### config.mk
export PLATFORM = sky130hd
export DESIGN_NAME = pipeline_processor
export DESIGN_NICKNAME = d
export VERILOG_FILES = /design/src/rtl/pipeline_processor_pkg.sv /design/src/rtl/pipeline_regfile.sv /design/src/rtl/pipeline_processor.sv
export SDC_FILE = /design/constraint.sdc
export NUM_CORES = 2
export LEC_CHECK = 0
export BUFFER_PORTS_ARGS = -buffer_cell sky130_fd_sc_hd__buf_2
export CORE_MARGIN = 1.5
export CORE_UTILIZATION = 55
export DETAILED_ROUTE_END_ITERATION = 8
export HOLD_SLACK_MARGIN = 0.08
export PLACE_DENSITY_LB_ADDON = 0.12
export SLEW_MARGIN = 20
export SYNTH_ARGS = -nofsm -noshare
export SYNTH_HDL_FRONTEND = slang
export SYNTH_SLANG_ARGS = --single-unit
### constraint.sdc
create_clock -name clk -period 5.7 [get_ports clk]
set_clock_uncertainty 0.2 [all_clocks]
set_input_delay 0.285 -clock clk [delete_from_list [all_inputs] [get_ports clk]]
set_output_delay 0.285 -clock clk [all_outputs]
set_load 0.01 [all_outputs]
### src/rtl/pipeline_processor_pkg.sv
// Shared opcodes, instruction field positions and stage bundles
// for the 4-stage ADD/SUB/LOAD pipeline.
package pipeline_processor_pkg;

  localparam logic [5:0] OP_ADD  = 6'b000000;
  localparam logic [5:0] OP_SUB  = 6'b000001;
  localparam logic [5:0] OP_LOAD = 6'b000010;

  localparam int OP_HI  = 31;
  localparam int OP_LO  = 26;
  localparam int RS_HI  = 25;
  localparam int RS_LO  = 21;
  localparam int RT_HI  = 20;
  localparam int RT_LO  = 16;
  localparam int RD_HI  = 15;
  localparam int RD_LO  = 11;
  localparam int IMM_HI = 15;
  localparam int IMM_LO = 0;

  typedef struct packed {
    logic        valid;
    logic [31:0] instr;
  } if_id_t;

  // fwd_a/fwd_b select the EX/WB value for the operand in EX
  typedef struct packed {
    logic        valid;
    logic [5:0]  op;
    logic [4:0]  dest;
    logic [31:0] opa;
    logic [31:0] opb;
    logic [31:0] imm;
    logic        fwd_a;
    logic        fwd_b;
  } id_ex_t;

  typedef struct packed {
    logic        valid;
    logic [4:0]  dest;
    logic [31:0] value;
  } ex_wb_t;

  function automatic logic [31:0] sext16(input logic [15:0] v);
    return {{16{v[15]}}, v};
  endfunction

  // Read-only data memory contents: word i holds 0x100 + i
  function automatic logic [31:0] dmem_word(
    input logic [31:0] addr,
    input int unsigned depth
  );
    logic [31:0] idx;
    idx = addr & (depth - 1);
    return 32'h100 + idx;
  endfunction

endpackage

### src/rtl/pipeline_regfile.sv
// 2R1W register file, r0 hardwired to zero, write-first bypass,
// asynchronous reset loads R[i] = i.
module pipeline_regfile
  import pipeline_processor_pkg::*;
#(
  parameter int REG_COUNT = 32
) (
  input  logic        clk,
  input  logic        rst_n,
  input  logic [4:0]  ra_a,
  input  logic [4:0]  ra_b,
  output logic [31:0] rd_a,
  output logic [31:0] rd_b,
  input  logic        we,
  input  logic [4:0]  wa,
  input  logic [31:0] wd
);

  logic [31:0] regs_q [REG_COUNT];
  logic [31:0] regs_d [REG_COUNT];

  always_comb begin
    regs_d = regs_q;
    if (we && wa != 5'd0) regs_d[wa] = wd;
  end

  always_ff @(posedge clk or negedge rst_n) begin
    if (!rst_n) begin
      for (int i = 0; i < REG_COUNT; i++)
        regs_q[i] <= 32'(i);
    end else begin
      regs_q <= regs_d;
    end
  end

  always_comb begin
    rd_a = regs_q[ra_a];
    rd_b = regs_q[ra_b];
    if (we && wa == ra_a) rd_a = wd;
    if (we && wa == ra_b) rd_b = wd;
    if (ra_a == 5'd0) rd_a = '0;
    if (ra_b == 5'd0) rd_b = '0;
  end

endmodule

### src/rtl/pipeline_processor.sv
// IF/ID/EX/WB datapath executing ADD, SUB and LOAD.
// Define PIPE_FWD_EN to enable EX/WB -> EX operand forwarding.
module pipeline_processor
  import pipeline_processor_pkg::*;
#(
  parameter int REG_COUNT  = 32,
  parameter int DMEM_DEPTH = 16
) (
  input  logic        clk,
  input  logic        reset,
  input  logic [31:0] instruction,
  output logic [31:0] result
);

  if_id_t      if_id_q, if_id_d;
  id_ex_t      id_ex_q, id_ex_d;
  ex_wb_t      ex_wb_q, ex_wb_d;
  logic [31:0] result_q, result_d;

  logic [5:0]  id_op;
  logic [4:0]  id_rs, id_rt, id_rd;
  logic        id_known;
  logic [31:0] rf_a, rf_b;
  logic [31:0] ex_a, ex_b, ex_val;

  pipeline_regfile #(
    .REG_COUNT(REG_COUNT)
  ) u_rf (
    .clk  (clk),
    .rst_n(reset),
    .ra_a (id_rs),
    .ra_b (id_rt),
    .rd_a (rf_a),
    .rd_b (rf_b),
    .we   (ex_wb_q.valid),
    .wa   (ex_wb_q.dest),
    .wd   (ex_wb_q.value)
  );

  always_comb begin
    if_id_d.valid = 1'b1;
    if_id_d.instr = instruction;
  end

  always_comb begin
    id_op = if_id_q.instr[OP_HI:OP_LO];
    id_rs = if_id_q.instr[RS_HI:RS_LO];
    id_rt = if_id_q.instr[RT_HI:RT_LO];
    id_rd = if_id_q.instr[RD_HI:RD_LO];
    id_known = (id_op == OP_ADD) ||
               (id_op == OP_SUB) ||
               (id_op == OP_LOAD);
    id_ex_d       = '0;
    id_ex_d.valid = if_id_q.valid && id_known;
    id_ex_d.op    = id_op;
    id_ex_d.dest  = (id_op == OP_LOAD) ? id_rt : id_rd;
    id_ex_d.opa   = rf_a;
    id_ex_d.opb   = rf_b;
    id_ex_d.imm   = sext16(if_id_q.instr[IMM_HI:IMM_LO]);
`ifdef PIPE_FWD_EN
    // Current ID/EX occupant will sit in EX/WB when this one reaches EX
    id_ex_d.fwd_a = id_ex_q.valid && id_ex_q.dest != 5'd0 &&
                    id_ex_q.dest == id_rs;
    id_ex_d.fwd_b = id_ex_q.valid && id_ex_q.dest != 5'd0 &&
                    id_ex_q.dest == id_rt;
`else
    id_ex_d.fwd_a = 1'b0;
    id_ex_d.fwd_b = 1'b0;
`endif
  end

  always_comb begin
    ex_a = id_ex_q.fwd_a ? ex_wb_q.value : id_ex_q.opa;
    ex_b = id_ex_q.fwd_b ? ex_wb_q.value : id_ex_q.opb;
    unique case (1'b1)
      (id_ex_q.op == OP_ADD): ex_val = ex_a + ex_b;
      (id_ex_q.op == OP_SUB): ex_val = ex_a - ex_b;
      default:
        ex_val = dmem_word(ex_a + id_ex_q.imm, DMEM_DEPTH);
    endcase
    ex_wb_d.valid = id_ex_q.valid;
    ex_wb_d.dest  = id_ex_q.dest;
    ex_wb_d.value = ex_val;
  end

  always_comb begin
    result_d = result_q;
    if (ex_wb_q.valid) result_d = ex_wb_q.value;
  end

  always_ff @(posedge clk or negedge reset) begin
    if (!reset) begin
      if_id_q  <= '0;
      id_ex_q  <= '0;
      ex_wb_q  <= '0;
      result_q <= '0;
    end else begin
      if_id_q  <= if_id_d;
      id_ex_q  <= id_ex_d;
      ex_wb_q  <= ex_wb_d;
      result_q <= result_d;
    end
  end

  assign result = result_q;

endmodule

Word level (Yosys, flattened, before mapping)
Index checks and enable logic that the tools add are counted.
- output and inout port bits: 32
- input bits: 34
- register bits after elaboration: 1207
- word-level logic and storage cells: 87
- bitwise logic cells: 3
- equality and inequality tests: 5
- multiplexer cells: 15
- $lt $le $gt $ge: 4
- reductions and logical operators: 12
- $add $sub $neg: 4
- operators with widths (operator ; count):
    $bwmux W1024 ; 1
    $bmux W32 S5 ; 2
    $mux W32 ; 9
    $demux W32 S5 ; 1
    $pmux W32 S2 ; 1
    $add A32 B32 Y32 ; 1
    $sub A32 B32 Y32 ; 1
    $ge A6 B6 Y1 const B ; 3
    $not A5 Y6 ; 3
    $eq A6 B1 Y1 const B ; 2
    $logic_not A6 Y1 ; 2
    $add A9 B4 Y10 const A ; 1
    $eq A5 B5 Y1 ; 2
    $logic_not A5 Y1 ; 2
    $eq A6 B2 Y1 const B ; 1
    $lt A6 B1 Y1 const B ; 1
    $logic_and A1 B1 Y1 ; 5
    $mux W5 ; 1
    $reduce_bool A5 Y1 ; 1
    $add A4 B4 Y4 ; 1
    $logic_or A1 B1 Y1 ; 2

Longest topological paths before layout
- depth in word-level cells: 6
- mapped depth: 16
- depth with buffers taken out: 15

Hierarchy
A second synthesis with hierarchy kept.
- cell total of the unflattened synthesis: 4482
- area, all modules: 62673.9 um^2
- by module, submodules not included (module ; area each (um^2) ; cells each ; seq. area each (um^2) ; instances):
    pipeline_regfile ; 55046.5 ; 3851 ; 25724.7 ; 1
    pipeline_processor ; 7627.3 ; 631 ; 4404.2 ; 1

Worst setup path before layout
OpenSTA, ideal clock, no wires.
- path kind: reg-to-reg
- start point: register id_ex_q[44] (netlist bit)
- end point: register ex_wb_q[29] (netlist bit)
- required time: 5369 ps
- buffers on the path: 1
- clock period less this slack: 4005 ps
- arrival time: 3673 ps
- slack: 1695 ps
- stages on the path, launching flop included: 15
- library setup time: 131 ps
- path through: dfrtp_1 or4_4 or3_4 or2_2 o31a_1 xnor2_1 ha_1 clkbuf_1 a211oi_1 nor2_1 or4b_1 a31oi_1 o211a_1 or4_1 nand3_1
- longest elaborated chain between the ends: 2
- elaborated cells between the ends (all ways): 3
- those cells by class: 2 x add/sub; 1 x mux
- ends and longest elaborated chain (what ; RTL line ; source):
    start, declared ; pipeline_processor.sv:16 ; id_ex_t id_ex_q, id_ex_d;
    start signal, assigned ; pipeline_processor.sv:99 ; id_ex_q <= id_ex_d;
    $sub A32 B32 Y32 or $add A32 B32 Y32 (tied branches) ; pipeline_processor.sv:77, pipeline_processor.sv:76 ;
    $pmux W32 S2 (*) ; pipeline_processor.sv:75 ; unique case (1'b1)
    named net ex_val[29] ; pipeline_processor.sv:24 ; logic [31:0] ex_a, ex_b, ex_val;
    end signal, assigned ; pipeline_processor.sv:100 ; ex_wb_q <= ex_wb_d;
    end, declared ; pipeline_processor.sv:17 ; ex_wb_t ex_wb_q, ex_wb_d;
Mark *: on every way through the listed nets, which the timed path passes. The rest lies on a longest branch.
A chain may end at the register's enable or synchronous reset.

Worst setup path after layout
- start point: register id_ex_q[104] (netlist bit)
- end point: register ex_wb_q[26] (netlist bit)
- longest elaborated chain between the ends: 2
- elaborated cells between the ends (all ways): 3
- those cells by class: 1 x eq/ne; 1 x mux; 1 x reduce/logical
- ends and longest elaborated chain (what ; RTL line):
    $eq A6 B1 Y1 or $logic_not A6 Y1 (tied branches) ; pipeline_processor.sv:77, pipeline_processor.sv:76
    $pmux W32 S2 (*) ; pipeline_processor.sv:75
    named net ex_val[26] ; pipeline_processor.sv:24
Marked as above.

==> flow_summary.ini <==
[sta]
slew_violations = 0
post-route-period-util_pct = 77.6
timing.final.hold_violations = 0
max_freq_mhz = 226
worstMarginPinSlew_ns = 1.17
timing.final.setup_violations = 0
fin_setup_tns_ns = 0
unrepaired_setup_endpoints_after_global_routing = no
remaining_max_slew_budget_at_the_tightest_pin_pct = 21.8
finalCriticalPeriod_ns = 4.42

[clocking]
cts_hold_buffers = 53
cts.reportedPaths.clkPinSlew_ns = 0.06
cts_buffer_depth = 3
post_cts_resized = 0
tritoncts.num_buffers = 133
cts_tree = done
cts-root-buf = sky130_fd_sc_hd__clkbuf_16
clock_insertion_delay_worst_skew_ns = 0.77
post_cts.repair.setup_buffers = 0
htreeDepth = 4
clock-sinks = 1200

[yosys]
synth_top_area_cell = sky130_fd_sc_hd__dfrtp_1
yosys.area_share.xor_xnor_pct = 0.901
post_synth_instance_area_um2 = 63200
synth.distinct_cells = 76
adder_and_majority_gate_portion_of_the_synthesized_area_pct = 0.757
leading_post_synthesis_cells_by_cell_area = sky130_fd_sc_hd__dfrtp_1 44%, sky130_fd_sc_hd__mux2_2 18%, sky130_fd_sc_hd__mux4_2 17%
postSynthAreaPerCell_um2 = 14.4
seq_area_frac_synth_pct = 47.7
muxShareOfSynthArea_pct = 39.0
syn_inst = 4388
postSynthNetCount = 4459
synth_top_area_share_pct = 44.4
synthArstFlopShare_pct = 100
synth_edf_count = 0
yosys.area_share.simple_pct = 3.08
synth_top_family_by_area = multiplexers
synth_compound_gate_area_share_pct = 5.13
synthesis.yosys.warnings = 0
synth_seq_cells = 1200
synth_top_flop_cell = sky130_fd_sc_hd__dfrtp_1

[critical_path]
worstSetupEndpointType = flop
path_cells = nor3_1, and2_1, buf_4, nand2_1, buf_4, o21ai_0, xor2_1, ha_1, a211o_1, a31oi_1, o211ai_2, a31oi_1, o21ai_0, xnor2_1, nor2_1
reg2reg_from = id_ex_q[104]
required_ns = 6.12
critPathArrivalTime_ns = 4.84
crit_path_max_fanout = 20
cell_at_the_slowest_stage_of_the_critical_path = sky130_fd_sc_hd__nor3_1
critical_path.max_stage_delay_ns = 0.63
critical_path.startpoint = id_ex_q[104]
timing.reg2reg.worst_path_depth = 15
crit_path_start_kind = flop
criticalPathCategory = flop to flop

[die]
row_count = 124
die_w_um = 342
chipHeight_um = 342
dieArea_um2 = 117000
coreArea_um2 = 114000
initial_utilization_pct = 55.3
ioPinCount = 66

[min_path]
hp-class = flop to flop
hold_path_depth = 0
worstHoldStart = ex_wb_d[32]

[place]
gp_routability_congestion = 0.907
dpl.hpwl_um = 103000
cell_area_placed_um2 = 64800
buffer_ports.inserted = 58
post-place-cells = 5609

[layout]
insertedDiodeCount = 0
area_growth_syn_to_layout_pct = 10.6
fin_nets = 4356
design_area_um2 = 69900
final_layout_size_suffix_gt1_share_pct = 46.6
layoutNonFillerInstCount = 5907
layout_common_cells = 1096 x sky130_fd_sc_hd__dfrtp_1, 1030 x sky130_fd_sc_hd__mux2_2, 470 x sky130_fd_sc_hd__mux4_2
final_core_utilization_pct = 61.2
layout_commonest_cell = sky130_fd_sc_hd__dfrtp_1

[route]
remaining_drc_errors = 0
routed_vias = 40174
routedWlPerCell_um = 31.8
wirelength_um = 188000
detail_route.vias_per_cell = 6.80
drt_iter0_drc = 3949
drt_pass1_iterations = 7
ant_nets = 0

[global_route]
grt.met3_usage_pct = 6.29
grt.met1_usage_pct = 47.4
grt_util_all_layers_pct = 32.5
global_route.usage.met2_pct = 49.9
globalRoute.busiestLayer = met2
globalRoute.totalOverflow = 0
first_global_vias = 40568
grt_antenna_before_repair = 1
wire_length_of_the_first_global_routing_pass_um = 278000
grt_start_max_net_pins = 167

[pwr]
power-per-cell-area_nw_per_um2 = 273
power.leakage_nw = 32.2
ir_worst_vdd_v = 0.000312

[outcome]
status = completed

[flow_run]
cap_violations = 0
final cells by class:
class | count | area [µm²]
Sequential cell | 1200 | 30200
Clock buffer | 196 | 3950
Clock inverter | 49 | 567
Multi-Input combinational cell | 2711 | 31200
Inverter | 20 | 75.1
Tap cell | 1512 | 1890
Timing Repair Buffer | 219 | 2010
Fill cell | 8747 | 44300
metal layers:
layer / vias to the layer above / share of wire (%)
li1: 16561 / -
met1: 21711 / 43
met2: 1575 / 46
met3: 327 / 7.6
met4: 0 / 2.8
met5: - / 0
sequential cells by signal, summed over array words and instances, names as in the netlist:
| register | cells |
|---|---|
| id_ex_q | 74 |
| id_rs | 5 |
| id_rt | 5 |
| u_rf.regs_q | 1024 |
| if_id_q | 1 |
| ex_wb_d | 6 |
| result | 32 |
| id_ex_d | 15 |
| ex_wb_q | 38 |
worst paths after layout:
check                           slack [ns]                to
worst max-delay path                  1.28       ex_wb_q[26]
worst min register to register        0.14       ex_wb_q[32]
max in group asynchronous             3.67          id_rt[4]
min in group asynchronous             0.35  u_rf.regs_q[634]
worst max register to register        1.28       ex_wb_q[26]
worst min-delay path                  0.14       ex_wb_q[32]
critical path, delay by kind of cell, from the launching register on:
family          cells  cell delay (ns)
flops               1             0.36
simple gates        4             0.98
fa+ha+maj           1             0.31
xor+xnor            2             0.33
compound gates      6             1.66
buf+inv             2             0.42
report_power, final:
part	switching, mW	leakage (nW)	total, mW	internal (mW)
clock	3.63	2.23	8.91	5.28
combinational	0.849	13.8	1.36	0.507
sequential	0.200	16.3	8.83	8.63
stage by stage:
stage	setup slack (ns)	power [mW]	hold WS, ns
detailed placement	1.36	10.3	0.135
finish	1.28	19.1	0.145
global route	1.04	19.7	0.149
global placement	1.34	10.3	0.135
floorplan	1.70	9.73	-0.211
CTS	1.30	19.2	0.146
synth_stat cells, types with 4 or more instances:
cell,number
sky130_fd_sc_hd__mux2i_1,247
sky130_fd_sc_hd__dfrtp_1,1120
sky130_fd_sc_hd__and3_1,5
sky130_fd_sc_hd__nand2_1,73
sky130_fd_sc_hd__inv_1,17
sky130_fd_sc_hd__nor3_1,34
sky130_fd_sc_hd__nand3_1,32
sky130_fd_sc_hd__nand3b_1,8
sky130_fd_sc_hd__clkbuf_1,274
sky130_fd_sc_hd__a221o_1,6
sky130_fd_sc_hd__nor2b_1,43
sky130_fd_sc_hd__a31oi_1,8
sky130_fd_sc_hd__mux2_2,1030
sky130_fd_sc_hd__buf_2,66
sky130_fd_sc_hd__o31ai_1,5
sky130_fd_sc_hd__ha_1,35
sky130_fd_sc_hd__xor2_1,44
sky130_fd_sc_hd__a21o_1,18
sky130_fd_sc_hd__dfstp_2,80
sky130_fd_sc_hd__o21a_1,7
sky130_fd_sc_hd__nand2b_1,13
sky130_fd_sc_hd__or2_2,4
sky130_fd_sc_hd__nor4_1,6
sky130_fd_sc_hd__mux4_2,470
sky130_fd_sc_hd__a22oi_1,37
sky130_fd_sc_hd__buf_4,19
sky130_fd_sc_hd__xnor2_1,21
sky130_fd_sc_hd__buf_1,70
sky130_fd_sc_hd__or3_1,6
sky130_fd_sc_hd__a21oi_1,111
sky130_fd_sc_hd__nor3b_1,10
sky130_fd_sc_hd__o211ai_1,16
sky130_fd_sc_hd__a211oi_1,92
sky130_fd_sc_hd__nor2_1,128
sky130_fd_sc_hd__buf_6,24
sky130_fd_sc_hd__a221oi_1,80
sky130_fd_sc_hd__nand4_1,8
sky130_fd_sc_hd__o21ai_0,68
cells by family after synthesis:
| family | count (synthesis) |
|---|---|
| xor+xnor | 65 |
| buf+inv | 477 |
| simple gates | 390 |
| flops | 1200 |
| compound gates | 471 |
| fa+ha+maj | 37 |
| other cells | 1 |
| mux | 1747 |
No activity file was read; power rests on OpenSTA's default activity.
